<file path="config.mk">
export PLATFORM = sky130hd
export DESIGN_NAME = trace_uart_flat
export DESIGN_NICKNAME = d
export VERILOG_FILES = /design/src/rtl/trace_uart_if.sv /design/src/rtl/trace_uart.sv /design/src/flat_wrapper.sv
export SDC_FILE = /design/constraint.sdc
export NUM_CORES = 1
export LEC_CHECK = 0
export CAP_MARGIN = 15
export CORE_MARGIN = 3
export CORE_UTILIZATION = 50
export DETAILED_ROUTE_END_ITERATION = 6
export PLACE_DENSITY = 0.65
export SYNTH_ARGS = -nofsm -noshare
export SYNTH_HDL_FRONTEND = slang
export SYNTH_SLANG_ARGS = --single-unit
</file>
<file path="constraint.sdc">
create_clock -name clk -period 8.9 [get_ports clk]
set_input_delay 1.335 -clock clk [delete_from_list [all_inputs] [get_ports clk]]
set_output_delay 1.335 -clock clk [all_outputs]
set_load 0.005 [all_outputs]
</file>
<file path="src/rtl/trace_uart_if.sv">
// Trace word bus from the CPU trace port into the trace UART.
// master: drives one 36-bit word per cycle with trace_valid high.
// slave: samples trace_valid/trace_data on every clock edge (no ready, drops when full).
interface trace_uart_if;
  logic        trace_valid;
  logic [35:0] trace_data;

  modport master (output trace_valid, output trace_data);
  modport slave  (input  trace_valid, input  trace_data);
endinterface

</file>
<file path="src/rtl/trace_uart.sv">
// Buffers trace words in a DEPTH-entry FIFO and prints each as 9 hex digits + CR LF on an 8N1 UART.
// Latency: a word written into an empty FIFO is popped on the next edge and its start bit begins there.
// Backpressure: none upstream; words arriving while full (and no pop that edge) are dropped and counted.
// Ports: clk, resn (async active-low), trc (trace_valid/trace_data), serial_out (idle high),
//        busy (FIFO non-empty or formatter active), overflow (sticky), drop_count (saturating).
module trace_uart #(
  parameter int CLK_HZ = 50000000,
  parameter int BAUD   = 115200,
  parameter int DEPTH  = 16
) (
  input  logic               clk,
  input  logic               resn,
  trace_uart_if.slave        trc,
  output logic               serial_out,
  output logic               busy,
  output logic               overflow,
  output logic [7:0]         drop_count
);

  localparam int BIT_DIV = CLK_HZ / BAUD;
  localparam int AW      = $clog2(DEPTH);
  localparam int DIVW    = (BIT_DIV > 1) ? $clog2(BIT_DIV) : 1;
  localparam logic [AW:0]     FULL_CNT = (AW+1)'(DEPTH);
  localparam logic [DIVW-1:0] DIV_LAST = DIVW'(BIT_DIV - 1);

  typedef enum logic [1:0] {S_IDLE, S_START, S_DATA, S_STOP} state_t;

  // FIFO
  logic [35:0]   mem_q [DEPTH];
  logic [AW-1:0] wr_ptr_q, wr_ptr_d, rd_ptr_q, rd_ptr_d;
  logic [AW:0]   count_q, count_d;
  logic          fifo_pop, fifo_push, fifo_full, drop;

  // Status
  logic       busy_q, busy_d, overflow_q, overflow_d;
  logic [7:0] drop_count_q, drop_count_d;

  // Formatter
  state_t          state_q;
  logic [35:0]     shift_q;
  logic [3:0]      char_idx_q;
  logic [2:0]      bit_idx_q;
  logic [DIVW-1:0] div_q;
  logic            serial_q;
  logic [7:0]      char_byte;
  logic            bit_end, fmt_done, fmt_idle_next;

  always_comb begin
    fifo_full = (count_q == FULL_CNT);
    // Pop decision uses pre-edge occupancy, so a full FIFO can accept a write on the pop edge.
    fifo_pop  = (state_q == S_IDLE) && (count_q != '0);
    fifo_push = trc.trace_valid && (!fifo_full || fifo_pop);
    drop      = trc.trace_valid && !fifo_push;

    wr_ptr_d = wr_ptr_q;
    rd_ptr_d = rd_ptr_q;
    count_d  = count_q;
    if (fifo_push) wr_ptr_d = wr_ptr_q + AW'(1);
    if (fifo_pop)  rd_ptr_d = rd_ptr_q + AW'(1);
    if (fifo_push && !fifo_pop)      count_d = count_q + (AW+1)'(1);
    else if (fifo_pop && !fifo_push) count_d = count_q - (AW+1)'(1);

    overflow_d   = overflow_q | drop;
    drop_count_d = drop_count_q;
    if (drop && (drop_count_q != 8'hFF)) drop_count_d = drop_count_q + 8'd1;

    bit_end       = (div_q == DIV_LAST);
    fmt_done      = (state_q == S_STOP) && bit_end && (char_idx_q == 4'd10);
    fmt_idle_next = ((state_q == S_IDLE) && !fifo_pop) || fmt_done;
    busy_d        = (count_d != '0) || !fmt_idle_next;

    // Current character: hex digit from the top nibble of the shifter, then CR, LF.
    if (char_idx_q == 4'd9)       char_byte = 8'h0D;
    else if (char_idx_q == 4'd10) char_byte = 8'h0A;
    else if (shift_q[35:32] < 4'd10) char_byte = 8'h30 + {4'h0, shift_q[35:32]};
    else                             char_byte = 8'h37 + {4'h0, shift_q[35:32]};
  end

  always_ff @(posedge clk) begin
    if (fifo_push) mem_q[wr_ptr_q] <= trc.trace_data;
  end

  always_ff @(posedge clk or negedge resn) begin
    if (!resn) begin
      wr_ptr_q     <= '0;
      rd_ptr_q     <= '0;
      count_q      <= '0;
      busy_q       <= 1'b0;
      overflow_q   <= 1'b0;
      drop_count_q <= 8'd0;
    end else begin
      wr_ptr_q     <= wr_ptr_d;
      rd_ptr_q     <= rd_ptr_d;
      count_q      <= count_d;
      busy_q       <= busy_d;
      overflow_q   <= overflow_d;
      drop_count_q <= drop_count_d;
    end
  end

  // Formatter FSM; serial_q is set on the edge that enters each bit so the pin is glitch-free.
  always_ff @(posedge clk or negedge resn) begin
    if (!resn) begin
      state_q    <= S_IDLE;
      shift_q    <= '0;
      char_idx_q <= 4'd0;
      bit_idx_q  <= 3'd0;
      div_q      <= '0;
      serial_q   <= 1'b1;
    end else begin
      case (state_q)
        S_IDLE: begin
          if (fifo_pop) begin
            shift_q    <= mem_q[rd_ptr_q];
            char_idx_q <= 4'd0;
            div_q      <= '0;
            serial_q   <= 1'b0;
            state_q    <= S_START;
          end
        end
        S_START: begin
          if (bit_end) begin
            div_q     <= '0;
            bit_idx_q <= 3'd0;
            serial_q  <= char_byte[0];
            state_q   <= S_DATA;
          end else begin
            div_q <= div_q + DIVW'(1);
          end
        end
        S_DATA: begin
          if (bit_end) begin
            div_q <= '0;
            if (bit_idx_q == 3'd7) begin
              serial_q <= 1'b1;
              state_q  <= S_STOP;
            end else begin
              bit_idx_q <= bit_idx_q + 3'd1;
              serial_q  <= char_byte[bit_idx_q + 3'd1];
            end
          end else begin
            div_q <= div_q + DIVW'(1);
          end
        end
        S_STOP: begin
          if (bit_end) begin
            div_q <= '0;
            if (char_idx_q == 4'd10) begin
              state_q <= S_IDLE;
            end else begin
              // Shifting past the last digit is harmless: CR/LF ignore the shifter.
              char_idx_q <= char_idx_q + 4'd1;
              shift_q    <= {shift_q[31:0], 4'h0};
              serial_q   <= 1'b0;
              state_q    <= S_START;
            end
          end else begin
            div_q <= div_q + DIVW'(1);
          end
        end
        default: state_q <= S_IDLE;
      endcase
    end
  end

  assign serial_out = serial_q;
  assign busy       = busy_q;
  assign overflow   = overflow_q;
  assign drop_count = drop_count_q;

endmodule

</file>
<file path="src/flat_wrapper.sv">
// flat-port wrapper written by rule: the top's interface ports become plain ports
module trace_uart_flat 
#(
  parameter int CLK_HZ = 50000000,
  parameter int BAUD   = 115200,
  parameter int DEPTH  = 16
)
  (clk, resn, serial_out, busy, overflow, drop_count, trc_trace_valid, trc_trace_data);
  trace_uart_if trc_i ();
  input  logic clk;
  input  logic resn;
  output logic serial_out;
  output logic busy;
  output logic overflow;
  output logic [7:0] drop_count;
  input wire logic [$bits(trc_i.trace_valid)-1:0] trc_trace_valid;
  input wire logic [$bits(trc_i.trace_data)-1:0] trc_trace_data;
  assign trc_i.trace_valid = trc_trace_valid;
  assign trc_i.trace_data = trc_trace_data;
  trace_uart #(.CLK_HZ(CLK_HZ), .BAUD(BAUD), .DEPTH(DEPTH)) u_core (.clk(clk), .resn(resn), .trc(trc_i), .serial_out(serial_out), .busy(busy), .overflow(overflow), .drop_count(drop_count));
endmodule
</file>
==> impl_metrics.py <==
metrics = {
    "floorplanning": {
        "fp.dieW_microns": 233,
        "start_util_pct": 51.0,
        "fp.coreArea_sq_um": 50500,
        "die_area_sq_um": 54200,
        "fp.dieH_microns": 233,
        "io_pins": 50,
        "num_rows": 82,
    },
    "synthesis": {
        "syn_area_per_cell_sq_um": 21.1,
        "synth.yosys.seq_area_share_pct": 74.8,
        "synth_cell_type_count": 53,
        "synthesis.area_sq_um": 25700,
        "synth_area_leaders": "edfxtp_1, mux4_2, dfrtp_1",
        "synth_edf_count": 576,
        "yosys.area.top_type": "edfxtp_1",
        "async_flop_share_pct": 11.9,
        "synth_seq_cells": 654,
        "yosys_warnings": 0,
        "ys.flop_type": "edfxtp_1",
        "syn-num-nets": 1281,
        "synth_top_area_share_pct": 67.2,
        "synth_cells": 1220,
    },
    "setup_path": {
        "r2r_setup_slack_ns": 4.92,
        "cp_max_fo": 40,
        "end_kind": "flop",
        "worst_ep_required_time_ns": 9.43,
        "critPathLaunchType": "flop",
        "regToRegStartpoint": "u_core.state_q[0]",
        "critPathArrivalTime_ns": 4.51,
        "path_class": "flop to flop",
        "critPathLaunch": "u_core.state_q[0]",
    },
    "place": {
        "dp_slack_ns": 4.79,
        "place_congestion": 0.780,
        "dp_hpwl_microns": 29800,
        "portBuffers": 49,
    },
    "sta": {
        "worst_pin_slew_ns": 1.17,
        "fin_crit_sh_pct": 44.7,
        "postLayoutSetupSlackWorst_ns": 4.92,
        "slew_headroom_pct": 21.7,
        "fmaxAchievable_ghz": 0.251,
        "hold_violations": 0,
        "setup_tns_ns": 0,
        "finalSetupViolCount": 0,
        "finClkSkew_ns": 0.0244,
        "slew_violations": 0,
        "rsz0062_at_grt": "false",
        "period_minus_slack_ns": 3.98,
    },
    "min_path": {
        "hold_start": "u_core.overflow",
        "worstHoldPathType": "flop to flop",
    },
    "final_layout": {
        "syn_to_final_growth_pct": 14.1,
        "nets": 1361,
        "antenna_cells": 0,
        "nFillCells": 3667,
        "layout-drive-gt1-share_pct": 25.3,
        "post-route-util_pct": 58.2,
    },
    "run": {
        "drv_cap": 0,
    },
    "clock_tree": {
        "ctsHoldBuffers": 0,
        "cts.clk_slew.worst_paths_ns": 0.06,
        "cts_tree": "yes",
        "cts_sinks": 654,
        "post_cts_resize_count": 0,
        "post_cts_buffers": 0,
        "cts_made_buffers": 67,
        "clock_path_buffers": 3,
        "clockRootBuffer": "clkbuf_16",
        "clock_latency_ns": 0.60,
        "htree_levels": 3,
    },
    "global_route": {
        "first_global_vias": 12700,
        "grt.overflow.total": 0,
        "track_usage_pct": 21.2,
        "grt_max_degree": 65,
        "antenna_found_initial": 0,
        "grt_pass1_wl_microns": 83800,
    },
    "outcome": {
        "status": "finished, final reports clean",
    },
    "drt": {
        "first_pass_iters": 5,
        "drc_errors": 0,
        "drt-initial-drc-count": 1178,
        "dr_total_vias": 12300,
        "avgRoutedWirePerCell_microns": 27.3,
        "wl_microns": 55200,
        "avgViaCountPerCell": 6.10,
        "final_antenna_net_count": 0,
    },
    "power_and_ir_drop": {
        "ir_drop_v": 0.000191,
        "p_per_area_nw_per_um2": 320,
        "p_leak_nw": 9.68,
    },
}
-- cells by family after synthesis --
| kind of cell | after synthesis | synth area share [%] |
|---|---|---|
| XOR/XNOR | 19 | 0.646 |
| multiplexers | 183 | 15.9 |
| AND/OR/NAND/NOR | 153 | 3.14 |
| AO/OA/AOI/OAI | 104 | 3.04 |
| flip-flops | 654 | 74.8 |
| adder cells (fa/ha/maj) | 23 | 1.11 |
| buffers and inverters | 84 | 1.40 |
-- final cells by class --
type	instances	area (sq um)	area share, %
inverter	17	63.8	0.217
timing repair buffer	78	706	2.40
clock inverter	37	412	1.40
clock buffer	85	1850	6.29
multi-input combinational	482	6250	21.3
tap	672	841	2.86
sequential	654	19300	65.6
-- critical path, cell delays in order (launching register included) --
cell and delay [ns]:
dfrtp_1 0.43, ha_1 0.52, buf_4 0.47, nand2_1 0.13, o22ai_1 0.19, nand2_2 0.69
nor2_4 1.15, a221o_1 0.29
-- final timing paths --
kind / to / depth (start not counted)
min reg2reg: u_core.overflow / 1
max reg2reg: u_core.shift_q[16] / 7
min in group asynchronous: u_core.char_idx_q[2] / 1
max: u_core.shift_q[16] / 7
max in group asynchronous: u_core.rd_ptr_q[0] / 2
min: u_core.overflow / 1
-- stage by stage --
stage	power, mW	instances	instance area [sq um]	hold slack, ns
after global routing	9.82	2025	29400	0.506
after detailed placement	6.64	1903	27100	0.455
after floorplan	5.85	1220	25700	0.459
final	9.40	2025	29400	0.462
after CTS	9.50	2025	29400	0.471
after global placement	6.58	1903	27100	0.448
-- sequential cells by signal, indices dropped and copies added, names as in the netlist --
| signal | cells |
|---|---|
| u_core.wr_ptr_q | 4 |
| u_core.busy | 1 |
| u_core.drop_count | 8 |
| u_core.state_q | 2 |
| u_core.overflow | 1 |
| u_core.div_q | 9 |
| u_core.char_idx_q | 4 |
| u_core.count_q | 5 |
| u_core.serial_out | 1 |
| u_core.bit_idx_q | 3 |
| u_core.mem_q | 576 |
| u_core.shift_q | 36 |
| u_core.rd_ptr_q | 4 |
-- power breakdown --
part	internal, mW	leakage [nW]	switching [mW]
Combinational	1.21	2.39	1.29
Clock	1.71	1.11	1.15
Sequential	3.76	6.18	0.275
Total	6.69	9.68	2.72
-- synth_stat cells, drive strengths merged (6+ instances only) --
master,number
mux4,180
ha,22
buf,38
dfrtp,77
xnor2,13
a22o,10
a21oi,8
nand2,39
nor3,9
inv,17
and3,36
edfxtp,576
a221o,33
nand4,6
clkbuf,29
nor2,26
xor2,6
o21ai,31
nand2b,7
and2,6
nand3,8
-- cells in the final DEF, fill, tap and decap left out, drive strengths merged, types with 30 or more instances in the layout --
master and instances:
mux4 180, nand2 39, o21ai 31, dfrtp 77
buf 30, clkbuf 85, edfxtp 576, a221o 33
clkdlybuf4s50 48, and3 36
-- layer usage --
metal,vias up,part of all wire [%],track usage [%]
met1,6588,44,31.2
li1,5268,-,-
met2,401,48,32.8
met4,0,2.1,5.50
met3,86,6.4,4.49
met5,-,0,0
No activity file was read; power rests on OpenSTA's default activity.
